## config.mk

```make
export PLATFORM = sky130hd
export DESIGN_NAME = fetch_stage
export DESIGN_NICKNAME = d
export VERILOG_FILES = /design/src/rtl/fetch_stage.sv
export SDC_FILE = /design/constraint.sdc
export NUM_CORES = 1
export LEC_CHECK = 0
export CORE_MARGIN = 10
export CORE_UTILIZATION = 50
export CTS_BUF_LIST = sky130_fd_sc_hd__clkbuf_8 sky130_fd_sc_hd__clkbuf_16
export CTS_CLUSTER_SIZE = 10
export DETAILED_ROUTE_END_ITERATION = 10
export GPL_TIMING_DRIVEN = 1
export PLACE_DENSITY = 0.78
export SETUP_SLACK_MARGIN = 0.4
export SYNTH_ARGS = -nofsm -noshare
export SYNTH_HDL_FRONTEND = slang
export SYNTH_SLANG_ARGS = --single-unit
```

## constraint.sdc

```tcl
create_clock -name clk -period 10.1 [get_ports clk]
set_input_delay 1.01 -clock clk [delete_from_list [all_inputs] [get_ports clk]]
set_output_delay 1.01 -clock clk [all_outputs]
set_load 0.1 [all_outputs]
```

## src/rtl/fetch_stage.sv

```systemverilog
// RV32I instruction-fetch stage with IF/ID register; one outstanding imem request, 1-entry stall buffer.
// Optional FETCH_PERF_EN macro adds fetched/bubble performance counters.
module fetch_stage #(
  parameter logic [31:0] RESET_VECTOR = 32'h0000_0000
) (
  input  logic        clk,
  input  logic        rst,
  input  logic        stall_in,
  input  logic        flush_in,
  input  logic [31:0] redirect_pc_in,
  output logic        imem_req_out,
  output logic [31:0] imem_addr_out,
  input  logic [31:0] imem_rdata_in,
  input  logic        imem_valid_in,
  output logic        valid_id_out,
  output logic [31:0] instr_id_out,
  output logic [31:0] pc_id_out,
  output logic [31:0] pc_plus4_id_out
`ifdef FETCH_PERF_EN
  ,
  output logic [31:0] perf_fetched_out,
  output logic [31:0] perf_bubble_out
`endif
);

  localparam logic [31:0] NOP = 32'h0000_0013;

  typedef enum logic [1:0] {S_FETCH, S_HOLD, S_DROP} state_t;

  state_t      state_q, state_d;
  logic [31:0] fetch_pc_q, fetch_pc_d;
  logic [31:0] pending_q, pending_d;
  logic [31:0] buf_instr_q, buf_instr_d;
  logic [31:0] buf_pc_q, buf_pc_d;
  logic        valid_q, valid_d;
  logic [31:0] instr_q, instr_d;
  logic [31:0] pc_q, pc_d;
  logic        load_valid;
  logic [31:0] redirect;

  assign redirect = {redirect_pc_in[31:2], 2'b00};

  always_comb begin
    state_d     = state_q;
    fetch_pc_d  = fetch_pc_q;
    pending_d   = pending_q;
    buf_instr_d = buf_instr_q;
    buf_pc_d    = buf_pc_q;
    valid_d     = valid_q;
    instr_d     = instr_q;
    pc_d        = pc_q;
    load_valid  = 1'b0;
    case (state_q)
      S_FETCH: begin
        if (flush_in) begin
          valid_d = 1'b0;
          instr_d = NOP;
          if (imem_valid_in) begin
            fetch_pc_d = redirect;
          end else begin
            pending_d = redirect;
            state_d   = S_DROP;
          end
        end else if (imem_valid_in) begin
          fetch_pc_d = fetch_pc_q + 32'd4;
          if (!stall_in) begin
            valid_d    = 1'b1;
            instr_d    = imem_rdata_in;
            pc_d       = fetch_pc_q;
            load_valid = 1'b1;
          end else begin
            buf_instr_d = imem_rdata_in;
            buf_pc_d    = fetch_pc_q;
            state_d     = S_HOLD;
          end
        end else if (!stall_in) begin
          valid_d = 1'b0;
          instr_d = NOP;
        end
      end
      S_HOLD: begin
        if (flush_in) begin
          valid_d    = 1'b0;
          instr_d    = NOP;
          fetch_pc_d = redirect;
          state_d    = S_FETCH;
        end else if (!stall_in) begin
          valid_d    = 1'b1;
          instr_d    = buf_instr_q;
          pc_d       = buf_pc_q;
          load_valid = 1'b1;
          state_d    = S_FETCH;
        end
      end
      S_DROP: begin
        // The stale response is swallowed; the newest redirect wins even if it lands with it.
        if (flush_in) pending_d = redirect;
        if (flush_in || !stall_in) begin
          valid_d = 1'b0;
          instr_d = NOP;
        end
        if (imem_valid_in) begin
          fetch_pc_d = flush_in ? redirect : pending_q;
          state_d    = S_FETCH;
        end
      end
      default: state_d = S_FETCH;
    endcase
  end

  always_ff @(posedge clk) begin
    if (rst) begin
      state_q    <= S_FETCH;
      fetch_pc_q <= RESET_VECTOR;
      valid_q    <= 1'b0;
      instr_q    <= NOP;
      pc_q       <= RESET_VECTOR;
    end else begin
      state_q    <= state_d;
      fetch_pc_q <= fetch_pc_d;
      valid_q    <= valid_d;
      instr_q    <= instr_d;
      pc_q       <= pc_d;
    end
  end

  always_ff @(posedge clk) begin
    pending_q   <= pending_d;
    buf_instr_q <= buf_instr_d;
    buf_pc_q    <= buf_pc_d;
  end

  // Request is pure state; rst gating only keeps the bus quiet while reset is held.
  assign imem_req_out    = (state_q != S_HOLD) && !rst;
  assign imem_addr_out   = fetch_pc_q;
  assign valid_id_out    = valid_q;
  assign instr_id_out    = instr_q;
  assign pc_id_out       = pc_q;
  assign pc_plus4_id_out = pc_q + 32'd4;

`ifdef FETCH_PERF_EN
  logic [31:0] fetched_q, bubble_q;

  always_ff @(posedge clk) begin
    if (rst) begin
      fetched_q <= 32'd0;
      bubble_q  <= 32'd0;
    end else begin
      if (load_valid) fetched_q <= fetched_q + 32'd1;
      if (!valid_d)   bubble_q  <= bubble_q + 32'd1;
    end
  end

  assign perf_fetched_out = fetched_q;
  assign perf_bubble_out  = bubble_q;
`else
  logic unused_perf;
  assign unused_perf = load_valid;
`endif

endmodule

```

Word-level counts from Yosys, hierarchy flattened
Cells that the tools add are included.
Widths: inputs -> output; s select.

word-level totals
  bits in registers = 195
  output and inout port bits = 130
  word-level logic and storage cells = 84

cells by class
  add/subtract/negate cells = 2
  equal/unequal tests = 19
  multiplexer cells = 39
  bitwise operators = 1
  reductions and logical operators = 15

operators by type and width
  operator               number
  $mux 32                20
  $pmux 32 s3            2
  $pmux 32 s2            2
  $add 32x3->32 const B  2
  $ne 2x2->1 const B     10
  $ne 3x3->1 const B     5
  $mux 2                 7
  $reduce_and 4->1       3
  $mux 1                 6
  $pmux 2 s3             1
  $reduce_and 3->1       2
  $reduce_and 6->1       1
  $reduce_and 5->1       1
  $ne 4x4->1 const B     1
  $reduce_bool 2->1      2
  $pmux 1 s3             1
  $reduce_bool 3->1      1
  $eq 2x1->1 const B     1
  $eq 2x2->1 const B     1
  $logic_not 1->1        2
  $logic_not 2->1        1
  $ne 2x1->1 const B     1
  $logic_and 1x1->1      1
  $logic_or 1x1->1       1
  $not 1->1              1

Longest topological paths before layout
Gate-level depths: netlist (run 1).

  depth in word-level cells = 4
  gate-level depth with buffers = 10

Worst setup path before layout (run 1)
OpenSTA, ideal clock, no wires.

  path kind = register -> output
  start point = register pc_q[2], in the netlist pc_id_out[2]
  end point = output pc_plus4_id_out[30]
  arrival = 3.761 ns
  data required time = 9.090 ns
  slack = 5.329 ns
  cell stages (with the launch flop) = 7
  path buffers = 0
  cell sequence = dfxtp_1 > ha_1 > and2_1 > nand4_1 > nor3_1 > nand4_1 > xnor2_1

between the ends
  cells in the longest elaborated chain, start to end = 1

ends and longest elaborated chain
  element                   line  source
  start: declaration        37    logic [31:0] pc_q, pc_d;
  start signal: assignment  123   pc_q <= pc_d;
  $add 32x3->32             139   assign pc_plus4_id_out = pc_q + 32'd4;
  end: declaration          18    output logic [31:0] pc_plus4_id_out

Every way passes these cells.

Final worst setup path (run 1)
  start point = register pc_q[5], in the netlist pc_id_out[5]
  end point = output pc_plus4_id_out[31]

Same word-level chain as after synthesis.

==> results of run 1 <==
power breakdown:
| part | total (W) | internal, W | switching, W |
|---|---|---|---|
| sequential | 0.000947 | 0.000888 | 0.0000592 |
| combinational | 0.000642 | 0.000178 | 0.000464 |
| clock | 0.000697 | 0.000378 | 0.000320 |
tightest hold or removal path: cells and delay by family (launching register included):
family | cells | cell delay, ps
AND/OR/NAND/NOR | 1 | 50
AO/OA/AOI/OAI | 1 | 50
flip-flops | 1 | 310
metrics by stage:
step	cell area (um2)	power [W]	hold slack, ps	instances	utilization (%)
finish	12100	0.00229	455	1334	65.0
global route	12100	0.00237	476	1334	65.0
CTS	12100	0.00229	456	1334	65.0
detailed placement	11500	0.00160	446	1302	61.7
global placement	11500	0.00159	442	1302	61.7
floorplan	9450	0.00143	509	933	-
final cells by class:
type                            count  share of cell area (%)
Timing Repair Buffer              212                    17.1
Clock inverter                     15                    1.57
Clock buffer                       17                    3.51
Multi-Input combinational cell    647                    34.8
Tap cell                          234                    2.42
Sequential cell                   195                    40.2
Inverter                           14                   0.434
path summary, 6_finish.rpt:
check	slack, ps	endpoint
setup / recovery	5680	pc_plus4_id_out[31]
hold reg to reg	450	instr_id_out[19]
setup reg to reg	7100	imem_addr_out[25]
hold / removal	450	instr_id_out[19]
cells by family (layout without fill, tap and decap cells):
family	after synthesis	in the layout
AOI/OAI and AO/OA	239	239
xor gates and xnor gates	29	29
buffers and inverters	91	258
DFF	195	195
adders and majority gates	6	6
and+or+nand+nor	304	304
muxes	69	69
cells in the mapped netlist, types with 10 or more instances:
cell       n
a211oi_1  38
a21oi_1   68
a221oi_1  22
a22o_1    21
and3_1    16
buf_2     25
clkbuf_1  44
dfxtp_1   99
edfxtp_1  96
inv_1     13
mux2_2    29
mux2i_1   40
nand2_1   59
nand3_1   36
nand4_1   17
nor2_1    90
nor3_1    36
o21a_1    10
o21ai_0   34
xnor2_1   20
routing by layer:
metal	share of wire, %	up-vias
met5	0	-
met4	1.4	0
met3	7.6	21
met2	47	326
met1	44	3765
li1	-	3818
flip-flops by register name, summed over array words and instances (netlist names):
name and count:
buf_instr_q 32, buf_pc_q 32, imem_addr_out 32, instr_id_out 32, pc_id_out 32, pending_q 32
state_q 2, valid_id_out 1
==> flow_summary.yaml, run 1 <==
status:
  outcome: "finished clean"
finish:
  final_common_cell: "clkdlybuf4s50_1"
  fillCellCount: 1525
  drive_above_1_share_pct: 9.18
  multi_input_area_um2: 4210
  layout_common_cells: "clkdlybuf4s50_1 (194), dfxtp_1 (99), edfxtp_1 (96)"
  seqCellArea_um2: 4860
  num_antenna_cells: 0
  area_growth_pct: 28.2
  final_net_count: 1162
synth:
  synth_edf_count: 96
  synth_ff_type: "dfxtp_1"
  synth_top_family_by_area: "compound AO/OA/AOI/OAI gates"
  syn_nets: 1008
  synthesis.area_um2: 9450
  yosys.area.top_type_share_pct: 30.5
  ys_seq_elements: 195
  synth_top_area_cell: "edfxtp_1"
  synth_cells: 933
  synthAdderAreaFrac_pct: 0.795
  ys_warn_count: 0
  yosysSeqAreaShare_pct: 51.5
  synthSimpleGateAreaFrac_pct: 16.0
  yosys.area_share.xor_xnor_pct: 2.69
  async_flop_share_pct: 0
  synth_area_leaders: "edfxtp_1 (31%), dfxtp_1 (21%), mux2i_1 (4.2%)"
  synth_compound_area_share_pct: 17.2
  synth.distinct_cells: 63
  synth.avg_cell_area_um2: 10.1
  synthMuxAreaShare_pct: 7.70
setup_path:
  r2r_cells: 7
  cp-end-kind: "primary output"
  critPathBufInv: 1
  cp_top_family: "simple AND/OR/NAND/NOR gates"
  path_cells: "and4_1, nand4_1, or3_1, nor2_1, xor2_1, clkdlybuf4s50_1"
  criticalPathCategory: "reg2out"
  cp.depth: 6
  crit_start: "pc_id_out[5]"
  critPathMaxStageDelay_ps: 1150
  required_ps: 9090
  worst_setup_path_start_kind: "flip-flop"
  path_max_fanout: 7
  cp.arrival_ps: 3410
  slowest_stage: "clkdlybuf4s50_1"
  reg2reg_from: "state_q[1]"
cts:
  cts_made_buffers: 17
  clock_path_buffers: 2
  cts.sinks: 195
  cts_tree: "yes"
  holdBufCountCts: 0
  cts_resized: 0
  cts_setup_buffers: 0
  h-tree-depth: 4
  root_buffer: "clkbuf_16"
  clk_latency_ps: 440
  clk_pin_slew_ps: 70
placement:
  dp_slack_ps: 6140
  io_buffers: 196
  hpwlAfterDp_mm: 18.4
  globalplace.congestion: 0.855
detailed_routing:
  wl_per_cell_um: 19.8
  firstDrtPassIters: 5
  drc: 0
  routed-via-count: 7930
  ant_nets: 0
  totalWireLength_mm: 26.4
  drt_iter0_drc: 730
  viasPerCell: 5.94
sta:
  finClkSkew_ps: 12.8
  setup-tns-final_ps: 0
  fin_crit_sh_pct: 43.8
  slew_headroom_pct: 29.3
  max_freq_mhz: 226
  final.min_clock_period_ps: 4420
  setup_violations: 0
  hold_violations: 0
  rsz0062_at_grt: "false"
  setup_slack_ps: 5680
  tightest_slew_ps: 1060
  finalMaxSlewViolations: 0
floorplanning:
  rows: 50
  core-area_um2: 18600
  fp.dieW_um: 157
  die_y_um: 157
  start_util_pct: 50.7
  dieArea_um2: 24800
  ios: 199
global_routing:
  grt_pass1_wl_mm: 40.7
  use_met2_pct: 32.5
  use_met1_pct: 27.9
  grt_usage_pct: 20.6
  grt_start_max_net_pins: 92
  met3_usage_pct: 4.56
  antenna_found_initial: 0
  grt.overflow.total: 0
  grt_busiest_layer: "met2"
  grt_pass1_vias: 7297
flow_run:
  max-cap-violations: 0
power_and_ir_drop:
  power_density_nw_per_um2: 189
  leakagePower_nw: 4.09
  ir_drop_mv: 0.113
hold_path:
  hp-start: "instr_id_out[19]"
  min_delay_path_depth: 2
  worstHoldPathType: "reg2reg"
Note: power is estimated with default switching activity, not from simulation.
==> run 2: changes to the inputs <==
clock period = 4.1 ns   (was 10.1 ns; I/O delays follow)
==> run 2 against run 1 <==
- non-clock buffer count rose by 3
- total power rose by 140%
- critical path depth rose by 1
- critical endpoint is now pc_plus4_id_out[12]
- largest cell class unchanged
- core utilization rose by 0.37 points
- clock-buffer cell count did not move
==> flow_summary.yaml, run 2 (same netlist as run 1, synthesis figures left out) <==
detailed_routing:
  drt_iter0_drc: 678
  firstDrtPassIters: 6
  totalWireLength_mm: 26.4
  ant_nets: 0
  drc: 0
  routed-via-count: 8030
  viasPerCell: 6.01
  wl_per_cell_um: 19.8
setup_path:
  crit_start: "pc_id_out[2]"
  reg2reg_setup_slack_ps: 1310
  required_ps: 3690
  r2r_cells: 7
  critPathMaxStageDelay_ps: 1140
  path_max_fanout: 5
  r2r-end: "pc_id_out[10]"
  cp-end-kind: "primary output"
  cp.arrival_ps: 2870
  worst_setup_path_start_kind: "flip-flop"
  endpoint: "pc_plus4_id_out[12]"
  path_cells: "ha_1, and2_1, nand4_1, inv_1, nand2_1, xnor2_2, clkdlybuf4s50_1"
  slowest_stage: "clkdlybuf4s50_1"
  reg2reg_from: "state_q[0]"
  criticalPathCategory: "reg2out"
floorplanning:
  core-area_um2: 18600
  start_util_pct: 50.7
  fp.dieW_um: 157
  die_y_um: 157
  ios: 199
  rows: 50
  dieArea_um2: 24800
sta:
  setup-tns-final_ps: 0
  hold_violations: 0
  max_freq_mhz: 305
  setup_slack_ps: 818
  rsz0062_at_grt: "false"
  fin_crit_sh_pct: 80.0
  final.min_clock_period_ps: 3280
  tightest_slew_ps: 1050
  finClkSkew_ps: 16.7
  slew_headroom_pct: 29.6
  finalMaxSlewViolations: 0
  setup_violations: 0
cts:
  clk_pin_slew_ps: 80
  cts_made_buffers: 17
  h-tree-depth: 4
  cts_setup_buffers: 0
  root_buffer: "clkbuf_16"
  holdBufCountCts: 0
  clk_latency_ps: 440
  cts_tree: "yes"
  cts.sinks: 195
  cts_resized: 0
  clock_path_buffers: 2
placement:
  io_buffers: 196
  dp_slack_ps: 1120
  globalplace.congestion: 0.860
  hpwlAfterDp_mm: 18.7
  placed_area_um2: 11600
global_routing:
  grt_pass1_vias: 7607
  grt_pass1_wl_mm: 41.2
  grt.overflow.total: 0
  antenna_found_initial: 0
  grt_usage_pct: 20.6
  grt_start_max_net_pins: 92
finish:
  fin_util_pct: 65.3
  final_common_cell: "clkdlybuf4s50_1"
  fin_area_um2: 12200
  layout_common_cells: "clkdlybuf4s50_1 (176), dfxtp_1 (99), edfxtp_1 (96)"
  final_net_count: 1165
  drive_above_1_share_pct: 12.6
  area_growth_pct: 28.9
  num_antenna_cells: 0
power_and_ir_drop:
  ir_drop_mv: 0.304
  p_total_w: 0.00556
  power_density_nw_per_um2: 456
  leakagePower_nw: 4.22
status:
  outcome: "finished clean"
hold_path:
  worstHoldPathType: "in2reg"
flow_run:
  max-cap-violations: 0
[run 2: how the worst min path moves through the flow]
stage	slack, ps	cells past startpoint	startpoint	to
after detailed placement	450	2	instr_id_out[30]	instr_id_out[30]
after floorplan	510	2	state_q[0]	state_q[0]
after CTS	420	3	rst	instr_id_out[0]
after global routing	440	3	rst	instr_id_out[0]
after global placement	440	2	instr_id_out[20]	instr_id_out[20]
final	430	3	rst	instr_id_out[0]
[run 2: layout make-up]
type                       instances  area (um2)
inverter                          14        52.6
clock inverter                    15         161
clock buffer                      17         425
multi-input combinational        647        4330
tap                              234         293
fill                            1477        6460
sequential                       195        4860
timing repair buffer             215        2050
[run 2: per-layer routing]
metal  global-route usage, %  wire length [um]  vias to the layer above
li1                        -                 -                     3820
met1                    27.6             11500                     3850
met2                    32.3             12300                      318
met3                    4.59              2010                       42
met4                    6.81               575                        0
met5                       0                 0                        -
[run 2: critical path, delay by kind of cell (launching register included)]
| kind | cells | cell delay, ps |
|---|---|---|
| flops | 1 | 390 |
| buf+inv | 2 | 1260 |
| xor+xnor | 1 | 120 |
| simple gates | 3 | 470 |
| fa+ha+maj | 1 | 200 |
[run 2: report_power, final]
| group | internal, W | switching [W] | total, W | leakage [nW] |
|---|---|---|---|---|
| Clock | 0.000816 | 0.000815 | 0.00163 | 0.281 |
| Sequential | 0.00219 | 0.000149 | 0.00234 | 1.70 |
| Combinational | 0.000444 | 0.00114 | 0.00159 | 2.24 |
| Total | 0.00345 | 0.00211 | 0.00556 | 4.22 |
[run 2: per-stage QoR]
| stage | instances | hold WS (ps) |
|---|---|---|
| 2_1_floorplan | 933 | 509 |
| 3_3_place_gp | 1305 | 442 |
| 3_5_place_dp | 1305 | 446 |
| 4_1_cts | 1337 | 422 |
| 5_1_grt | 1337 | 436 |
| 6_report | 1337 | 426 |
